File: src/rtl/apuf_pkg.sv
// Shared types and defaults for the arbiter PUF response reader.
package apuf_pkg;

   typedef enum logic [2:0] {
      ST_IDLE,
      ST_LAUNCH,
      ST_SETTLE,
      ST_SAMPLE,
      ST_GAP,
      ST_DONE
   } apuf_state_e;

   localparam int unsigned DEF_CHAL_W = 64;
   localparam int unsigned DEF_N_EVAL = 7;
   localparam int unsigned DEF_SETTLE = 4;
   localparam int unsigned DEF_GAP    = 2;

   // Majority is reached when the ones-count strictly exceeds this value.
   function automatic int unsigned maj_threshold(input int unsigned n_eval);
      return n_eval / 2;
   endfunction

endpackage

File: src/rtl/apuf_phase_timer.sv
// Loadable down-counter timing the settle and discharge windows.
module apuf_phase_timer #(
   parameter int unsigned TW = 3
) (
   input  logic          clk,
   input  logic          rst,
   input  logic          load_i,
   input  logic [TW-1:0] load_val_i,
   output logic          done_o
);

   logic [TW-1:0] cnt_q, cnt_d;

   always_comb begin
      cnt_d = cnt_q;
      if (load_i) begin
         cnt_d = load_val_i;
      end else if (cnt_q != '0) begin
         cnt_d = cnt_q - TW'(1);
      end
   end

   always_ff @(posedge clk) begin
      if (rst) begin
         cnt_q <= '0;
      end else begin
         cnt_q <= cnt_d;
      end
   end

   // Loaded with window-1, so done marks the last cycle of the window.
   assign done_o = (cnt_q == '0);

endmodule

File: src/rtl/apuf_response_reader.sv
// Drives a challenge onto the mux chain, launches N_EVAL evaluations and majority-votes the arbiter.
module apuf_response_reader
   import apuf_pkg::*;
#(
   parameter int unsigned CHAL_W = DEF_CHAL_W,
   parameter int unsigned N_EVAL = DEF_N_EVAL,
   parameter int unsigned SETTLE = DEF_SETTLE,
   parameter int unsigned GAP    = DEF_GAP,
   localparam int unsigned CW    = $clog2(N_EVAL + 1)
) (
   input  logic              clk,
   input  logic              rst,
   input  logic              chal_valid,
   output logic              chal_ready,
   input  logic [CHAL_W-1:0] chal,
   output logic [CHAL_W-1:0] chain_select,
   output logic              launch,
   input  logic              arb_in,
   output logic              resp_valid,
   input  logic              resp_ready,
   output logic              resp,
   output logic              resp_stable,
   output logic [CW-1:0]     ones_count
);

   localparam int unsigned TMAX = (SETTLE > GAP) ? SETTLE : GAP;
   localparam int unsigned TW   = $clog2(TMAX + 1);

   apuf_state_e       state_q, state_d;
   logic [CHAL_W-1:0] sel_q, sel_d;
   logic              launch_q, launch_d;
   logic              rvalid_q, rvalid_d;
   logic [CW-1:0]     ones_q, ones_d;
   logic [CW-1:0]     eval_q, eval_d;
   logic              tmr_load;
   logic [TW-1:0]     tmr_val;
   logic              tmr_done;
   logic              accept;
   logic              handshake;

   apuf_phase_timer #(
      .TW (TW)
   ) u_timer (
      .clk        (clk),
      .rst        (rst),
      .load_i     (tmr_load),
      .load_val_i (tmr_val),
      .done_o     (tmr_done)
   );

   assign accept    = (state_q == ST_IDLE) && chal_valid;
   assign handshake = rvalid_q && resp_ready;

   always_ff @(posedge clk) begin
      if (rst) begin
         state_q  <= ST_IDLE;
         sel_q    <= '0;
         launch_q <= 1'b0;
         rvalid_q <= 1'b0;
         ones_q   <= '0;
         eval_q   <= '0;
      end else begin
         state_q  <= state_d;
         sel_q    <= sel_d;
         launch_q <= launch_d;
         rvalid_q <= rvalid_d;
         ones_q   <= ones_d;
         eval_q   <= eval_d;
      end
   end

   always_comb begin
      state_d = state_q;
      unique case (state_q)
         ST_IDLE:   if (chal_valid) state_d = ST_LAUNCH;
         ST_LAUNCH: state_d = ST_SETTLE;
         ST_SETTLE: if (tmr_done) state_d = ST_SAMPLE;
         ST_SAMPLE: state_d = ST_GAP;
         ST_GAP: begin
            if (tmr_done) begin
               state_d = (eval_q < CW'(N_EVAL)) ? ST_LAUNCH : ST_DONE;
            end
         end
         ST_DONE:   if (handshake) state_d = ST_IDLE;
         default:   state_d = ST_IDLE;
      endcase
   end

   // launch and resp_valid are registered from the current state, hence one cycle behind it.
   always_comb begin
      sel_d    = sel_q;
      ones_d   = ones_q;
      eval_d   = eval_q;
      tmr_load = 1'b0;
      tmr_val  = '0;
      launch_d = (state_q == ST_LAUNCH) || (state_q == ST_SETTLE) || (state_q == ST_SAMPLE);
      rvalid_d = (state_q == ST_DONE) && !handshake;
      if (accept) begin
         sel_d  = chal;
         ones_d = '0;
         eval_d = '0;
      end
      if (state_q == ST_LAUNCH) begin
         tmr_load = 1'b1;
         tmr_val  = TW'(SETTLE - 1);
      end
      if (state_q == ST_SAMPLE) begin
         tmr_load = 1'b1;
         tmr_val  = TW'(GAP - 1);
         ones_d   = ones_q + CW'(arb_in);
         eval_d   = eval_q + CW'(1);
      end
   end

   assign chal_ready   = (state_q == ST_IDLE);
   assign chain_select = sel_q;
   assign launch       = launch_q;
   assign resp_valid   = rvalid_q;
   assign ones_count   = ones_q;
   assign resp         = rvalid_q && (ones_q > CW'(maj_threshold(N_EVAL)));
   assign resp_stable  = rvalid_q && ((ones_q == '0) || (ones_q == CW'(N_EVAL)));

endmodule

File: config.mk
export PLATFORM = sky130hd
export DESIGN_NAME = apuf_response_reader
export DESIGN_NICKNAME = d
export VERILOG_FILES = /design/src/rtl/apuf_pkg.sv /design/src/rtl/apuf_phase_timer.sv /design/src/rtl/apuf_response_reader.sv
export SDC_FILE = /design/constraint.sdc
export NUM_CORES = 1
export LEC_CHECK = 0
export CORE_MARGIN = 10
export CORE_UTILIZATION = 35
export DETAILED_ROUTE_END_ITERATION = 16
export PLACE_DENSITY_LB_ADDON = 0.25
export SLEW_MARGIN = 40
export SYNTH_ARGS = -nofsm -noshare
export SYNTH_HDL_FRONTEND = slang
export SYNTH_SLANG_ARGS = --single-unit
export TNS_END_PERCENT = 30
File: constraint.sdc
create_clock -name clk -period 1.5 [get_ports clk]
set_clock_uncertainty 0.15 [all_clocks]
set_input_delay 0.3 -clock clk [delete_from_list [all_inputs] [get_ports clk]]
set_output_delay 0.3 -clock clk [all_outputs]
set_load 0.03 [all_outputs]
==> qor.yml <==
hold_start: "rst"
ant_nets: 0
min_path_type: "in -> reg"
hold_viol: 0
antenna_found_initial: 0
switching_power_mw: 2.82
cp.arrival_ns: 1.32
drt_iter0_drc: 114
cts.htree.levels: 3
synth_seq_cells: 78
p_leak_nw: 2.31
placed_cell_area_sq_mm: 0.00458
min_delay_path_depth: 2
tritoncts: "done"
cap_violations: 0
pin_count: 141
n_antenna_cell: 0
r2r_start: "state_q[2]"
path_class: "reg -> out"
setup_viol: 73
path_max_fanout: 2
drc_errors: 0
clk_pin_slew_ns: 0.08
stdcell_area_sq_mm: 0.00563
root_buffer: "clkbuf_8"
fin_nets: 594
clkLatencyLatePin_ns: 0.35
status: "complete, but fails checks"
worstMarginPinSlew_ns: 0.420
grt_pass1_vias: 2890
syn_nets: 436
yosysTopAreaCell: "dfxtp_1"
num_vias: 3105
cell_internal_pwr_mw: 5.13
power_mw: 7.94
grt_max_degree: 45
p_per_area_mw_per_mm2: 1410
seqPwrFrac: 0.327
core_sq_mm: 0.00818
grt_pass1_wl_um: 14600
netlist_area_sq_mm: 0.00293
die_area_sq_mm: 0.0124
rsz0062_at_grt: "true"
synth_area_leaders: "dfxtp_1 53%, nand2_1 17%, a21oi_1 12%"
min_period_ns: 1.77
pwr-share-clk: 0.248
die_h_um: 112
numPortBuffers: 140
synth.avg_cell_area_sq_um: 8.09
whs_endpoint: "resp_valid"
end_kind: "output pin"
place_congestion: 0.740
via_per_inst: 4.93
wl_per_cell_um: 18.0
fmax_mhz: 566
seq_area_frac_synth: 0.533
sw_frac_of_total: 0.355
relSlewSlack: 0.720
place_hpwl_um: 6510
drive_above_1_share: 0.419
routed_wl_um: 11300
ys.warnings.count: 0
hold_ws_ns: 0.212
violations: "negative setup slack"
n_fill_cell: 618
timing.rr.end: "chain_select[1]"
worst_setup_path_start_kind: "register"
die_x_um: 112
fin_ws_ns: -0.267
grt-ovfl-total: 0
finalCritPeriodShare: 1.18
areaGrowthSynthToFinish_pct: 92.0
grt_util_all_layers: 0.140
synth_cell_types: 33
slew_violations: 0
synth_top_area_frac: 0.533
crit_required_ns: 1.05
r2r_slack_ns: -0.20
synthCells: 362
p_comb_frac: 0.425
r2r_cells: 6
initial_utilization: 0.358
cts_sinks: 78
rows: 33
clk_path_buf_depth: 2
cts_buffers: 9
vdd_drop_max_mv: 0.597
drt_pass1_iterations: 4
-- critical path: stages (launching register included) --
cell and delay [ns]:
dfxtp_1 0.31, or3_1 0.38, a21boi_2 0.14, buf_6 0.14
-- state kept, by name, indices dropped and copies added, names as in the netlist --
signal and count:
chain_select 64, eval_q 3, launch 1, ones_count 3, resp_valid 1, state_q 3, u_timer.cnt_q 3
-- area by class of cell --
type | instances | area (sq um) | area share
repair buffers | 174 | 1950 | 0.346
multi-input cells | 254 | 1720 | 0.306
flip-flops and latches | 78 | 1570 | 0.279
clock buffers | 13 | 159 | 0.0282
well taps | 105 | 131 | 0.0233
clock inverters | 3 | 90.1 | 0.0160
inverters | 3 | 11.3 | 0.00200
-- synth_stat cells (all sizes together) --
| master | number |
|---|---|
| nand2 | 132 |
| dfxtp | 78 |
| a21oi | 71 |
| clkbuf | 18 |
| buf | 10 |
| nand3 | 7 |
| nor3 | 7 |
| ha | 5 |
| inv | 3 |
| nand2b | 3 |
| nor2 | 3 |
| a211o | 2 |
| nand4b | 2 |
| nor2b | 2 |
| xnor2 | 2 |
| xor2 | 2 |
| a211oi | 1 |
| a21boi | 1 |
| a311oi | 1 |
| a32oi | 1 |
| and2 | 1 |
| and3 | 1 |
| and3b | 1 |
| mux2i | 1 |
| nand3b | 1 |
| nor3b | 1 |
| nor4b | 1 |
| o21a | 1 |
| o21ai | 1 |
| or3 | 1 |
| or4b | 1 |
-- stage by stage --
stage,utilization,worst slack [ns],setup TNS [ns],std cells
3_3_place_gp,0.560,-0.622,-39.93,593
2_1_floorplan,-,-0.140,-7.16,362
4_1_cts,0.604,-0.287,-4.64,609
6_report,0.688,-0.267,-9.65,630
3_5_place_dp,0.560,-0.642,-40.57,593
5_1_grt,0.688,-0.350,-13.14,630
-- how the worst max path moves through the flow --
| stage | from | slack (ns) | endpoint | cells past startpoint |
|---|---|---|---|---|
| after floorplan | state_q[2] | -0.14 | chain_select[54] | 7 |
| final | ones_count[0] | -0.27 | resp_stable | 3 |
| after global placement | chal_valid | -0.62 | chain_select[5] | 5 |
| after CTS | ones_count[0] | -0.29 | resp_stable | 3 |
| after global routing | ones_count[0] | -0.35 | resp_stable | 3 |
| after detailed placement | chal_valid | -0.64 | chain_select[12] | 5 |
-- kinds of logic (layout without fill, tap and decap cells) --
kind of cell | count (synthesis) | after routing | synth area share
AND/OR/NAND/NOR | 164 | 165 | 0.237
AO/OA/AOI/OAI | 79 | 79 | 0.143
flip-flops | 78 | 78 | 0.533
buffers and inverters | 31 | 193 | 0.0512
adder cells (fa/ha/maj) | 5 | 5 | 0.0213
XOR/XNOR | 4 | 4 | 0.0120
multiplexers | 1 | 1 | 0.00342
-- layer usage --
metal	part of all wire	wire length (um)	vias up	GRT usage
met4	0.011	121	0	0.0351
met5	0	0	-	0
met3	0.10	1130	11	0.0939
met1	0.42	4710	1466	0.158
li1	-	-	1509	-
met2	0.47	5360	119	0.215
-- what timing repair did --
item | in CTS | in global routing
pin swaps | 9 | 74
hold buffers | 0 | 0
setup buffers | 0 | 7
cloned | 0 | 14
gates resized for setup | 143 | 159
setup endpoints to repair | 116 | 81
-- cells in the final DEF (no fill, tap or decap), drive strengths merged --
| master | netlist | layout |
|---|---|---|
| a211o | 2 | 2 |
| a211oi | 1 | 1 |
| a21boi | 1 | 1 |
| a21oi | 71 | 71 |
| a311oi | 1 | 1 |
| a32oi | 1 | 1 |
| and2 | 1 | 1 |
| and3 | 1 | 1 |
| and3b | 1 | 1 |
| buf | 10 | 70 |
| bufinv | 0 | 3 |
| clkbuf | 18 | 23 |
| clkdlybuf4s15 | 0 | 25 |
| clkdlybuf4s18 | 0 | 2 |
| clkdlybuf4s50 | 0 | 66 |
| dfxtp | 78 | 78 |
| dlygate4sd2 | 0 | 1 |
| ha | 5 | 5 |
| inv | 3 | 3 |
| mux2i | 1 | 1 |
| nand2 | 132 | 132 |
| nand2b | 3 | 3 |
| nand3 | 7 | 7 |
| nand3b | 1 | 1 |
| nand4b | 2 | 2 |
| nor2 | 3 | 3 |
| nor2b | 2 | 2 |
| nor3 | 7 | 7 |
| nor3b | 1 | 1 |
| nor4b | 1 | 1 |
| o21a | 1 | 1 |
| o21ai | 1 | 1 |
| or3 | 1 | 1 |
| or4b | 1 | 2 |
| xnor2 | 2 | 2 |
| xor2 | 2 | 2 |
-- power groups by stage --
stage          logic [mW]  clock network, mW  registers [mW]
2_1_floorplan       0.963                  0            3.04
3_3_place_gp         2.43                  0            2.57
3_5_place_dp         2.47                  0            2.58
4_1_cts              2.50               1.98            2.54
5_1_grt              3.58               2.10            2.63
6_report             3.38               1.97            2.59
Power figures use the tool's default switching activity.
